## config.mk

```make
export PLATFORM = sky130hd
export DESIGN_NAME = max_pool_2x2
export DESIGN_NICKNAME = d
export VERILOG_FILES = /design/src/rtl/lenet_pkg.sv /design/src/rtl/pool_line_buf.sv /design/src/rtl/max_pool_2x2.sv
export SDC_FILE = /design/constraint.sdc
export NUM_CORES = 1
export LEC_CHECK = 0
export CORE_MARGIN = 10
export CORE_UTILIZATION = 40
export CTS_CLUSTER_SIZE = 25
export DETAILED_ROUTE_END_ITERATION = 6
export HOLD_SLACK_MARGIN = 0.05
export SKIP_CTS_REPAIR_TIMING = 1
export SLEW_MARGIN = 20
export SYNTH_ARGS = -nofsm -noshare
export SYNTH_HDL_FRONTEND = slang
export SYNTH_SLANG_ARGS = --single-unit
```

## constraint.sdc

```tcl
create_clock -name clk -period 7.5 [get_ports clk]
set_input_delay 1.875 -clock clk [delete_from_list [all_inputs] [get_ports clk]]
set_output_delay 1.875 -clock clk [all_outputs]
set_load 0.05 [all_outputs]
```

## src/rtl/lenet_pkg.sv

```systemverilog
// Shared LeNet datapath types: pixel width, signed pixel type and signed max helper.
package lenet_pkg;

  localparam int unsigned DATA_W = 8;

  typedef logic signed [DATA_W-1:0] pixel_t;

  function automatic pixel_t max2(input pixel_t a, input pixel_t b);
    return (a > b) ? a : b;
  endfunction

endpackage

```

## src/rtl/pool_line_buf.sv

```systemverilog
// Half-width line buffer for the pooling stage: holds the horizontal maxima of an even row.
// Synchronous write, combinational read on the same address.
module pool_line_buf
  import lenet_pkg::*;
#(
  parameter int unsigned DEPTH = 14,
  parameter int unsigned AW    = 4
) (
  input  logic          clk,
  input  logic          i_we,
  input  logic [AW-1:0] i_addr,
  input  pixel_t        i_wdata,
  output pixel_t        o_rdata
);

  pixel_t r_mem [DEPTH];

  always_ff @(posedge clk) begin
    if (i_we) begin
      r_mem[i_addr] <= i_wdata;
    end
  end

  assign o_rdata = r_mem[i_addr];

endmodule

```

## src/rtl/max_pool_2x2.sv

```systemverilog
// 2x2 stride-2 signed max-pooling over a raster pixel stream.
// Horizontal pairs are reduced in a hold register, vertical pairs through a half-width line buffer.
module max_pool_2x2
  import lenet_pkg::*;
#(
  parameter int unsigned IMG_W = 28,
  parameter int unsigned IMG_H = 28
) (
  input  logic              clk,
  input  logic              rst_n,
  input  logic              in_valid,
  input  logic              in_sof,
  input  logic [DATA_W-1:0] in_data,
  output logic              out_valid,
  output logic [DATA_W-1:0] out_data,
  output logic              frame_done,
  output logic              sof_err
);

  localparam int unsigned COL_W    = $clog2(IMG_W);
  localparam int unsigned ROW_W    = $clog2(IMG_H);
  localparam int unsigned LB_DEPTH = IMG_W / 2;
  localparam int unsigned LB_AW    = (LB_DEPTH > 1) ? $clog2(LB_DEPTH) : 1;
  localparam logic [COL_W-1:0] COL_LAST = COL_W'(IMG_W - 1);
  localparam logic [ROW_W-1:0] ROW_LAST = ROW_W'(IMG_H - 1);

  if ((IMG_W < 2) || ((IMG_W % 2) != 0)) begin : g_bad_img_w
    $error("max_pool_2x2: IMG_W must be even and >= 2");
  end
  if ((IMG_H < 2) || ((IMG_H % 2) != 0)) begin : g_bad_img_h
    $error("max_pool_2x2: IMG_H must be even and >= 2");
  end

  logic [COL_W-1:0] r_col;
  logic [ROW_W-1:0] r_row;
  pixel_t           r_hold;
  logic             r_out_valid;
  pixel_t           r_out_data;
  logic             r_frame_done;
  logic             r_sof_err;

  logic [COL_W-1:0] w_col;
  logic [ROW_W-1:0] w_row;
  logic             w_restart;
  logic             w_sof_err;
  logic             w_odd_col;
  logic             w_odd_row;
  logic             w_col_last;
  logic             w_row_last;
  logic             w_lb_we;
  logic             w_win_done;
  logic [LB_AW-1:0] w_lb_addr;
  pixel_t           w_hmax;
  pixel_t           w_lb_rdata;
  pixel_t           w_pool;

  // An in_sof beat is always taken as position (0,0), so the effective position is forced there.
  always_comb begin
    w_restart  = in_valid & in_sof;
    w_sof_err  = w_restart & ((r_col != '0) | (r_row != '0));
    w_col      = w_restart ? '0 : r_col;
    w_row      = w_restart ? '0 : r_row;
    w_odd_col  = w_col[0];
    w_odd_row  = w_row[0];
    w_col_last = (w_col == COL_LAST);
    w_row_last = (w_row == ROW_LAST);
    w_lb_addr  = LB_AW'(w_col >> 1);
    w_lb_we    = in_valid & w_odd_col & ~w_odd_row;
    w_win_done = in_valid & w_odd_col & w_odd_row;
    w_hmax     = max2(r_hold, in_data);
    w_pool     = max2(w_lb_rdata, w_hmax);
  end

  pool_line_buf #(
    .DEPTH (LB_DEPTH),
    .AW    (LB_AW)
  ) u_lbuf (
    .clk     (clk),
    .i_we    (w_lb_we),
    .i_addr  (w_lb_addr),
    .i_wdata (w_hmax),
    .o_rdata (w_lb_rdata)
  );

  always_ff @(posedge clk) begin
    if (!rst_n) begin
      r_col        <= '0;
      r_row        <= '0;
      r_hold       <= '0;
      r_out_valid  <= 1'b0;
      r_out_data   <= '0;
      r_frame_done <= 1'b0;
      r_sof_err    <= 1'b0;
    end else begin
      r_out_valid  <= w_win_done;
      r_frame_done <= w_win_done & w_col_last & w_row_last;
      r_sof_err    <= w_sof_err;
      if (w_win_done) begin
        r_out_data <= w_pool;
      end
      // Position and hold only move on accepted beats; idle cycles leave all state untouched.
      if (in_valid) begin
        if (!w_odd_col) begin
          r_hold <= in_data;
        end
        if (w_col_last) begin
          r_col <= '0;
          r_row <= w_row_last ? '0 : w_row + ROW_W'(1);
        end else begin
          r_col <= w_col + COL_W'(1);
          r_row <= w_row;
        end
      end
    end
  end

  assign out_valid  = r_out_valid;
  assign out_data   = r_out_data;
  assign frame_done = r_frame_done;
  assign sof_err    = r_sof_err;

endmodule

```

**After elaboration in Yosys (flattened, before gate mapping)**

Memory sizes are Yosys's and may differ from the RTL's.
Index checks and enable logic that the tools add are counted.

- Add/sub/neg operators: 2
- Equal/unequal tests: 2
- Mux-type cells: 9
- Bitwise gates (word level): 10
- Reductions and logical operators: 3
- $lt $le $gt $ge: 2

Operators with widths:

| cell | number |
|---|---|
| two-way mux 5 bit | 5 |
| greater-than comparator 8 bit | 2 |
| two-way mux 8 bit | 2 |
| adder 5 x 1 -> 5 bit (second input constant) | 2 |
| == test 5 bit (second input constant) | 2 |
| nonzero test 5 bit | 2 |
| AND 1 bit | 7 |
| two-way mux 1 bit | 2 |
| inverter 1 bit | 2 |
| AND reduction 2 bit | 1 |
| bitwise OR 1 bit | 1 |

- Input bits: 12
- Register bits after elaboration: 29
- Memories kept: 1
- Logic and storage cells: 36
- Bits in writable memories: 112

Memories:

| memory | depth | bits a word | read ports | clocked after Yosys merged registers in | write ports | RTL line | source |
|---|---|---|---|---|---|---|---|
| u_lbuf.r_mem | 14 | 8 | 1 | 0 | 1 | pool_line_buf.sv:16 | `pixel_t r_mem [DEPTH];` |

**Longest topological paths before layout**

Gate-level depths: netlist (run 1).

- Depth after elaboration: 6
- Mapped depth: 14

**Hierarchy**

A second synthesis (run 1) with hierarchy kept.

- Cell total of the unflattened synthesis: 432
- Area total of the unflattened synthesis: 6229.7 um^2

By module, submodules not included:

| module | instances | sequential area each (um^2) | area an instance (um^2) | cells each |
|---|---|---|---|---|
| pool_line_buf | 1 | 3363.2 | 4346.7 | 202 |
| max_pool_2x2 | 1 | 580.6 | 1883.1 | 230 |

**Least setup slack after synthesis (run 1)**

Ideal clock, no wire load.

- Path kind: input to register
- Start point: input in_data[1]
- End point: register r_out_data[6], in the netlist out_data[6]
- Data required time: 7.364 ns
- Cell stages on the path: 13
- Buffers on the path: 0
- Library setup time: 0.136 ns
- Data arrival time: 4.469 ns
- Path slack: 2.895 ns
- Cells stage by stage: inv_1 ha_1 nand4_2 o22ai_1 a31oi_1 a31oi_4 mux2i_1 ha_1 nand4_1 o22a_1 a211oi_4 or2b_4 o221ai_2

- Word-level cells in the longest chain between the ends: 4

Ends and longest elaborated chain:

| what | RTL line | source |
|---|---|---|
| start: declaration | max_pool_2x2.sv:13 | `input logic [DATA_W-1:0] in_data,` |
| greater-than comparator 8 bit | lenet_pkg.sv:9 | `return (a > b) ? a : b;` |
| two-way mux 8 bit (*) | lenet_pkg.sv:9 |  |
| greater-than comparator 8 bit | lenet_pkg.sv:9 |  |
| two-way mux 8 bit (*) | lenet_pkg.sv:9 |  |
| end signal: assignment | max_pool_2x2.sv:99 | `r_out_data <= w_pool;` |
| end: declaration | max_pool_2x2.sv:38 | `pixel_t r_out_data;` |

Mark *: on every way between the ends. The rest lies on a longest branch, timed or not.
A chain may end at the register's enable or synchronous reset.

**Worst setup path after layout (run 1)**

- Start point: input in_valid
- End point: register r_out_data[1], in the netlist out_data[1]

- Word-level cells in the longest chain between the ends: 5
- Elaborated cells on any way between the ends: 8
- Those cells by class: order compare: 1; mux: 3; bitwise: 3; memory: 1

Ends and longest elaborated chain:

| what | RTL line | source |
|---|---|---|
| start: declaration | max_pool_2x2.sv:11 | `input logic in_valid,` |
| AND 1 bit | max_pool_2x2.sv:59 | `w_restart = in_valid & in_sof;` |
| two-way mux 5 bit | max_pool_2x2.sv:61 | `w_col = w_restart ? '0 : r_col;` |
| memory read (14 x 8 bit) | - |  |
| greater-than comparator 8 bit | lenet_pkg.sv:9 |  |
| two-way mux 8 bit | lenet_pkg.sv:9 |  |

Several ways; a longest one is shown, not always the timed one.

==> impl_metrics.env, run 1 <==
export IMPL_cts_buffers=17
export IMPL_max_freq_mhz=186
export IMPL_yosys_area_top_type="edfxtp_1"
export IMPL_worst_ir_drop_vdd_uv=129
export IMPL_status="completed"
export IMPL_finalSetupViolations=0
export IMPL_clk_path_buf_depth=2
export IMPL_grt_max_degree=70
export IMPL_worst_pin_slew_ns=1.01
export IMPL_ys_seq_elements=141
export IMPL_slew_viol_final=0
export IMPL_die_x_microns=149
export IMPL_dp_hpwl_microns=10400
export IMPL_ioPinCount=23
export IMPL_worst_r2r_path_depth=12
export IMPL_grt_pass1_wl_microns=24700
export IMPL_leakage_nw=2.59
export IMPL_crit_fanout=20
export IMPL_vias=4367
export IMPL_drt_total_wl_microns=15900
export IMPL_tns_ns=0
export IMPL_placeableCoreArea_sq_um=16500
export IMPL_vias_per_cell=5.63
export IMPL_yosysMostFrequentCell="edfxtp_1"
export IMPL_r2r_end="out_data[1]$_SDFFE_PN0P_"
export IMPL_start_util_pct=40.5
export IMPL_ant_nets=0
export IMPL_drtPass1Iterations=5
export IMPL_clk_pin_slew_worst_paths_ns=0.06
export IMPL_crit_end="out_data[1]$_SDFFE_PN0P_"
export IMPL_die_area_sq_um=22200
export IMPL_worstPathRequired_ns=7.78
export IMPL_dpl_cell_area_sq_um=6980
export IMPL_regToRegSetupSlack_ns=3.42
export IMPL_drt_iter0_drc=396
export IMPL_drt_wirelength_per_cell_microns=20.5
export IMPL_syn_nets=562
export IMPL_rows=47
export IMPL_slowest_delay_ns=0.73
export IMPL_pre_cts_ws_ns=1.81
export IMPL_synth_area_per_cell_sq_um=12.5
export IMPL_fillers=1477
export IMPL_critPathSlowestCell="clkdlybuf4s50_1"
export IMPL_htreeDepth=4
export IMPL_area_delta_synth_final_pct=13.6
export IMPL_cts_tree="done"
export IMPL_crit_family="simple AND/OR/NAND/NOR gates"
export IMPL_worst_path_stages=12
export IMPL_setup_slack_ns=2.14
export IMPL_synth_cell_type_count=67
export IMPL_worst_setup_path_type="primary input to flop"
export IMPL_cap_viol_max_count=0
export IMPL_finalHoldViolations=0
export IMPL_overflow=0
export IMPL_start_kind="primary input"
export IMPL_cp_num_buf_inv=2
export IMPL_max_slew_margin_pct=32.1
export IMPL_synthTopCellsByArea="edfxtp_1, dfxtp_1, ha_1, a21oi_1, mux2_2"
export IMPL_cp_end_kind="flop"
export IMPL_critPathArrivalTime_ns=5.64
export IMPL_synth_edf_count=112
export IMPL_place_congestion=0.928
export IMPL_fin_crit_sh_pct=71.5
export IMPL_fin_skew_ns=0.0146
export IMPL_synth_top_area_share_pct=50.4
export IMPL_ys_seq_area_share_pct=59.1
export IMPL_dp_cells=744
export IMPL_final_cells=775
export IMPL_n_antenna_cell=0
export IMPL_grt_total_usage_pct=14.6
export IMPL_crit_top_cell="nand4_1"
export IMPL_rsz0062_at_grt="false"
export IMPL_fin_nets=573
export IMPL_synth_area_sq_um=6670
export IMPL_synthesis_instances=532
export IMPL_grt_antenna_before_repair=0
export IMPL_power_density_nw_per_um2=247
export IMPL_insertion_delay_ns=0.42
export IMPL_cp_cell_sequence="clkdlybuf4s50_1 > buf_4 > nand2_1 > and3_1 > a22oi_1 > nand4_1 > ha_1 > nand4_1 > o22a_1 > a211oi_4 > or2b_4 > o221ai_2"
export IMPL_drc_errors=0
export IMPL_async_reset_ff_share_pct=0
export IMPL_fin_area_sq_um=7580
export IMPL_portBuffers=22
export IMPL_chipHeight_microns=149
export IMPL_ff_latch_area_sq_um=3950
export IMPL_numClockSinks=141
export IMPL_r2r_start="r_col[1]$_SDFFE_PN0P_"
export IMPL_startpoint="in_valid"
export IMPL_yosysWarnings=0
export IMPL_clockRootBuffer="clkbuf_16"
export IMPL_drive_above_1_share_pct=13.9
export IMPL_grt_pass1_vias=4302
export IMPL_synth_top_cells_by_count="edfxtp_1, nor2_1, a21oi_1"
export IMPL_min_period_ns=5.36
export IMPL_multi_input_area_sq_um=2410
export IMPL_synth_flop_cell="edfxtp_1"
export IMPL_hp_class="flop to flop"
## cells by family after synthesis
group,Yosys count,share of synthesized area [%]
mux,40,6.49
simple gates,144,11.5
fa+ha+maj,18,3.38
flops,141,59.1
compound gates,127,14.7
buf+inv,61,4.75
xor+xnor,1,0.131
## worst min-delay path by stage
| stage | start | to | slack [ns] | cells after the start |
|---|---|---|---|---|
| after floorplan | r_row[3]$_SDFFE_PN0P_ | r_row[3]$_SDFFE_PN0P_ | 0.48 | 2 |
| after global placement | out_data[6]$_SDFFE_PN0P_ | out_data[6]$_SDFFE_PN0P_ | 0.51 | 2 |
| after detailed placement | out_data[6]$_SDFFE_PN0P_ | out_data[6]$_SDFFE_PN0P_ | 0.51 | 2 |
| after CTS | out_data[6]$_SDFFE_PN0P_ | out_data[6]$_SDFFE_PN0P_ | 0.52 | 2 |
| after global routing | out_data[4]$_SDFFE_PN0P_ | out_data[4]$_SDFFE_PN0P_ | 0.54 | 2 |
| final | out_data[7]$_SDFFE_PN0P_ | out_data[7]$_SDFFE_PN0P_ | 0.52 | 2 |
## sequential cells by signal (all words and copies together) (netlist names)
| signal | flops |
|---|---|
| u_lbuf.r_mem | 112 |
| out_data | 8 |
| r_hold | 8 |
| r_col | 5 |
| r_row | 5 |
| frame_done | 1 |
| out_valid | 1 |
| sof_err | 1 |
## per-stage QoR
| stage | util (%) | power (mW) | hold slack (ns) |
|---|---|---|---|
| final | 46.0 | 1.88 | 0.522 |
| after global routing | 46.0 | 1.94 | 0.541 |
| after CTS | 46.0 | 1.89 | 0.524 |
| after detailed placement | 42.4 | 1.05 | 0.507 |
| after global placement | 42.4 | 1.04 | 0.511 |
| after floorplan | - | 1.00 | 0.485 |
## layout by cell type, fill, tap and decap left out, types with 6 or more instances in the layout
cell type        Yosys  routed
edfxtp_1           112     112
nor2_1              43      43
a21oi_1             42      42
dfxtp_1             29      28
inv_1               27      27
nand2_1             26      26
clkdlybuf4s50_1      0      22
mux2i_1             20      20
mux2_2              18      18
ha_1                18      18
clkbuf_16            0      17
nor2b_1             14      14
nand4_1             13      13
o221ai_1            13      13
o21ai_0             12      12
nand3_1             10      10
and2_1               7       7
o221ai_2             7       7
and3_1               6       6
## routing by layer
layer	GRT usage [%]	up-vias	routed length [microns]
met4	6.33	0	444
li1	-	2032	-
met3	4.34	25	1040
met5	0	-	0
met2	22.8	162	7590
met1	18.3	2148	6780
## report_power, final
part	switching (mW)	internal, mW	leakage (nW)
Sequential	0.00335	0.865	1.26
Clock	0.319	0.521	0.276
Combinational	0.113	0.0537	1.06
Total	0.435	1.44	2.59
## layout make-up
class	count	area share (%)
Clock buffer	17	5.61
Multi-Input combinational cell	330	31.8
Tap cell	220	3.63
Timing Repair Buffer	26	3.30
Clock inverter	14	2.21
Inverter	27	1.34
Sequential cell	141	52.1
## tightest hold or removal path, stage by stage (launching register included)
cell and delay [ns]:
dfxtp_1 0.31, nand2_1 0.07, o221ai_2 0.09
(Power assumes the default switching activity.)
==> inputs of run 2 (changes only) <==
- clock period: 7.5 -> 5 ns (I/O delays scaled with it)
==> impl_metrics.env, run 2 (synthesis results as in run 1) <==
export IMPL_status="completed"
export IMPL_p_sw_share_pct=23.9
export IMPL_die_area_sq_um=22200
export IMPL_max_slew_margin_pct=34.8
export IMPL_drt_iter0_drc=377
export IMPL_drtPass1Iterations=5
export IMPL_rsz0062_at_grt="false"
export IMPL_power_density_nw_per_um2=365
export IMPL_worst_r2r_path_depth=12
export IMPL_hp_class="flop to flop"
export IMPL_insertion_delay_ns=0.42
export IMPL_grt_total_usage_pct=14.0
export IMPL_cp_end_kind="flop"
export IMPL_final_cell_mix="edfxtp_1, nor2_1, a21oi_1"
export IMPL_crit_end="out_data[0]$_SDFFE_PN0P_"
export IMPL_clk_pin_slew_worst_paths_ns=0.06
export IMPL_slew_viol_final=0
export IMPL_start_util_pct=40.5
export IMPL_fin_crit_sh_pct=88.0
export IMPL_htreeDepth=4
export IMPL_n_antenna_cell=0
export IMPL_rows=47
export IMPL_leakage_nw=2.66
export IMPL_power_mw=2.80
export IMPL_r2r_start="r_col[1]$_SDFFE_PN0P_"
export IMPL_cap_viol_max_count=0
export IMPL_p_int_mw=2.13
export IMPL_vias=4348
export IMPL_regToRegSetupSlack_ns=1.37
export IMPL_numClockSinks=141
export IMPL_critPathArrivalTime_ns=4.70
export IMPL_clk_path_buf_depth=2
export IMPL_seq_power_share_pct=46.7
export IMPL_grt_pass1_vias=4291
export IMPL_largest_reg_flops=112
export IMPL_min_period_ns=4.40
export IMPL_crit_fanout=8
export IMPL_cts_buffers=17
export IMPL_tns_ns=0
export IMPL_drc_errors=0
export IMPL_drt_total_wl_microns=15400
export IMPL_worst_ir_drop_vdd_uv=190
export IMPL_fin_nets=588
export IMPL_grt_antenna_before_repair=0
export IMPL_final_common_cell="edfxtp_1"
export IMPL_portBuffers=22
export IMPL_worst_pin_slew_ns=0.975
export IMPL_clockRootBuffer="clkbuf_16"
export IMPL_cts_tree="done"
export IMPL_fin_skew_ns=0.0120
export IMPL_finalSetupViolations=0
export IMPL_place_congestion=0.833
export IMPL_area_delta_synth_final_pct=15.2
export IMPL_fillers=1470
export IMPL_worst_setup_path_type="primary input to flop"
export IMPL_finalHoldViolations=0
export IMPL_p_switching_uw=670
export IMPL_drive_above_1_share_pct=16.1
export IMPL_ant_nets=0
export IMPL_largest_register="u_lbuf.r_mem"
export IMPL_comb_power_share_pct=9.1
export IMPL_die_x_microns=149
export IMPL_startpoint="in_data[6]"
export IMPL_dp_hpwl_microns=10600
export IMPL_ioPinCount=23
export IMPL_vias_per_cell=5.50
export IMPL_placeableCoreArea_sq_um=16500
export IMPL_worstPathRequired_ns=5.31
export IMPL_drt_wirelength_per_cell_microns=19.4
export IMPL_grt_pass1_wl_microns=24000
export IMPL_grt_max_degree=35
export IMPL_power_frac_clock_pct=44.2
export IMPL_chipHeight_microns=149
export IMPL_overflow=0
export IMPL_start_kind="primary input"
export IMPL_r2r_end="out_data[4]$_SDFFE_PN0P_"
export IMPL_max_freq_mhz=227
-- run 2: worst min-delay path by stage --
stage                             start                        to  slack (ns)  depth (start not counted)
3_5_place_dp   out_data[2]$_SDFFE_PN0P_  out_data[2]$_SDFFE_PN0P_        0.51                          2
3_3_place_gp      r_row[3]$_SDFFE_PN0P_     r_row[3]$_SDFFE_PN0P_        0.50                          2
2_1_floorplan     r_row[3]$_SDFFE_PN0P_     r_row[3]$_SDFFE_PN0P_        0.48                          2
5_1_grt        out_data[6]$_SDFFE_PN0P_  out_data[6]$_SDFFE_PN0P_        0.54                          2
4_1_cts        out_data[7]$_SDFFE_PN0P_  out_data[7]$_SDFFE_PN0P_        0.52                          2
6_report       out_data[7]$_SDFFE_PN0P_  out_data[7]$_SDFFE_PN0P_        0.52                          2
-- run 2: layout make-up --
type,count,area [sq um],share of cell area [%]
inverters,27,101,1.32
well taps,220,275,3.58
multi-input cells,330,2410,31.4
repair buffers,41,363,4.72
flip-flops and latches,141,3950,51.4
clock inverters,15,164,2.13
clock buffers,17,425,5.54
-- run 2: through the flow --
| stage | cells | worst slack [ns] | cell area (sq um) | hold slack [ns] | utilization [%] |
|---|---|---|---|---|---|
| 4_1_cts | 791 | 0.618 | 7680 | 0.525 | 46.7 |
| 6_report | 791 | 0.602 | 7680 | 0.523 | 46.7 |
| 3_3_place_gp | 759 | 0.225 | 7090 | 0.504 | 43.1 |
| 3_5_place_dp | 759 | 0.198 | 7090 | 0.510 | 43.1 |
| 2_1_floorplan | 532 | 1.02 | 6670 | 0.485 | - |
| 5_1_grt | 791 | 0.370 | 7680 | 0.544 | 46.7 |
-- run 2: power by group through the flow --
stage	combinational, mW	sequential, mW	clock (mW)
global placement	0.248	1.33	0
floorplan	0.173	1.33	0
detailed placement	0.252	1.33	0
finish	0.255	1.31	1.24
CTS	0.254	1.31	1.25
global route	0.280	1.31	1.31
-- run 2: per-layer routing --
layer	share of wire (%)	vias up	GRT usage, %
met1	45	2125	18.5
met3	6.2	16	3.91
met4	1.5	0	4.47
met5	0	-	0
met2	47	134	21.9
li1	-	2073	-
-- run 2: worst max-delay path, cell delays in order --
cell             delay [ns]
clkdlybuf4s50_1        0.50
inv_1                  0.06
ha_1                   0.29
nand4_1                0.12
o22ai_1                0.14
a31oi_1                0.09
a31oi_4                0.38
mux2i_1                0.42
ha_1                   0.24
nand2b_1               0.12
a2111oi_4              0.40
a211oi_4               0.13
buf_4                  0.18
nand2b_1               0.14
o211a_1                0.22
==> inputs of run 3 (changes only) <==
- PLACE_DENSITY: not set -> 0.53
==> impl_metrics.env, run 3 (synthesis results as in run 1) <==
export IMPL_grt_pass1_wl_microns=24200
export IMPL_start_kind="primary input"
export IMPL_ant_nets=0
export IMPL_chipHeight_microns=149
export IMPL_critPathSlowestCell="clkdlybuf4s50_1"
export IMPL_drt_wirelength_per_cell_microns=19.6
export IMPL_grt_antenna_before_repair=0
export IMPL_cp_end_kind="flop"
export IMPL_cap_viol_max_count=0
export IMPL_placeableCoreArea_sq_um=16500
export IMPL_status="completed"
export IMPL_final_common_cell="edfxtp_1"
export IMPL_tns_ns=0
export IMPL_cts_tree="done"
export IMPL_grt_total_usage_pct=14.2
export IMPL_finalHoldViolations=0
export IMPL_die_area_sq_um=22200
export IMPL_cts_buffers=17
export IMPL_clk_pin_slew_worst_paths_ns=0.07
export IMPL_worst_ir_drop_vdd_uv=266
export IMPL_drt_total_wl_microns=15600
export IMPL_dpl_cell_area_sq_um=7140
export IMPL_r2r_start="r_col[1]$_SDFFE_PN0P_"
export IMPL_crit_family="compound AO/OA/AOI/OAI gates"
export IMPL_worstPathRequired_ns=5.34
export IMPL_fin_skew_ns=0.00884
export IMPL_min_period_ns=4.42
export IMPL_grt_max_degree=33
export IMPL_dp_hpwl_microns=10800
export IMPL_drive_above_1_share_pct=16.7
export IMPL_vias_per_cell=5.46
export IMPL_htreeDepth=4
export IMPL_clk_path_buf_depth=2
export IMPL_worst_pin_slew_ns=0.828
export IMPL_worst_r2r_path_depth=10
export IMPL_finalHoldWorstSlack_ns=0.521
export IMPL_max_freq_mhz=226
export IMPL_cp_cell_sequence="clkdlybuf4s50_1 > inv_1 > ha_1 > nand4_2 > o22ai_1 > a31oi_1 > a31oi_4 > mux2i_1 > ha_1 > nand2b_1 > a2111oi_4 > a211oi_4 > or2b_4 > o221ai_2"
export IMPL_rows=47
export IMPL_vias=4337
export IMPL_max_slew_margin_pct=44.8
export IMPL_min_to="out_data[3]$_SDFFE_PN0P_"
export IMPL_grt_pass1_vias=4222
export IMPL_regToRegSetupSlack_ns=1.26
export IMPL_r2r_end="out_data[5]$_SDFFE_PN0P_"
export IMPL_clockRootBuffer="clkbuf_16"
export IMPL_start_util_pct=40.5
export IMPL_drc_errors=0
export IMPL_slew_viol_final=0
export IMPL_cp_num_buf_inv=2
export IMPL_hp_start="out_data[3]$_SDFFE_PN0P_"
export IMPL_power_mw=2.85
export IMPL_critPathArrivalTime_ns=4.76
export IMPL_portBuffers=22
export IMPL_fin_area_sq_um=7740
export IMPL_n_antenna_cell=0
export IMPL_hp_class="flop to flop"
export IMPL_area_delta_synth_final_pct=16.0
export IMPL_drt_iter0_drc=193
export IMPL_place_congestion=0.855
export IMPL_slowest_delay_ns=0.49
export IMPL_largest_reg_flops=112
export IMPL_finalSetupViolations=0
export IMPL_worst_setup_path_type="primary input to flop"
export IMPL_insertion_delay_ns=0.43
export IMPL_fin_crit_sh_pct=88.4
export IMPL_rsz0062_at_grt="false"
export IMPL_final_cell_mix="edfxtp_1, nor2_1, a21oi_1"
export IMPL_drtPass1Iterations=5
export IMPL_postLayoutCoreUtil_pct=47.0
export IMPL_ioPinCount=23
export IMPL_power_density_nw_per_um2=368
export IMPL_fin_nets=592
export IMPL_leakage_nw=2.71
export IMPL_numClockSinks=141
export IMPL_die_x_microns=149
export IMPL_crit_top_cell="ha_1"
export IMPL_largest_register="u_lbuf.r_mem"
export IMPL_crit_fanout=8
export IMPL_whs_path_depth=2
export IMPL_overflow=0
[run 3: cell types whose count changed in the layout (fill, tap and decap cells not counted)]
cell	previous run	this run
clkinvlp_4	4	1
clkinv_4	5	3
buf_12	0	1
buf_4	19	22
inv_6	3	4
inv_8	0	4
[run 3: worst max-delay path by stage]
stage | startpoint | end | slack, ns | cells after the start
2_1_floorplan | in_data[1] | out_data[6]$_SDFFE_PN0P_ | 1.02 | 13
3_3_place_gp | in_data[1] | out_data[4]$_SDFFE_PN0P_ | 0.20 | 14
3_5_place_dp | in_data[7] | out_data[5]$_SDFFE_PN0P_ | 0.18 | 14
4_1_cts | in_data[7] | out_data[5]$_SDFFE_PN0P_ | 0.61 | 14
5_1_grt | in_data[7] | out_data[6]$_SDFFE_PN0P_ | 0.40 | 14
6_report | in_data[1] | out_data[5]$_SDFFE_PN0P_ | 0.58 | 14
[run 3: routing by layer]
layer  share of wire, %  vias up  track usage (%)
li1                   -     2077                -
met1                 48     2164             19.0
met2                 47       84             22.2
met3                3.8       12             3.58
met4                1.1        0             4.22
met5                  0        -                0
[run 3: metrics by stage]
stage / cells / worst slack [ns]
after floorplan: 532 / 1.02
after global placement: 763 / 0.196
after detailed placement: 763 / 0.182
after CTS: 795 / 0.613
after global routing: 795 / 0.397
final: 795 / 0.582
[run 3: cell type report]
type	instances	area, sq um
tap	220	275
clock buffer	17	425
inverter	27	101
multi-input combinational	330	2410
fill	1537	8730
sequential	141	3950
clock inverter	15	178
timing repair buffer	45	405
[run 3: worst reg2reg max path, cell delays in order (launching register included)]
cell       delay, ns
dfxtp_2         0.87
buf_4           0.42
mux2_2          0.38
o221ai_1        0.22
nand4_1         0.21
ha_1            0.37
nand2b_1        0.13
a2111oi_4       0.41
a211oi_4        0.13
or2b_4          0.33
o221ai_2        0.18
[run 3: report_power, final]
part,internal (mW),leakage [nW],switching (mW)
sequential,1.30,1.26,0.0123
combinational,0.0941,1.16,0.155
clock,0.754,0.294,0.535
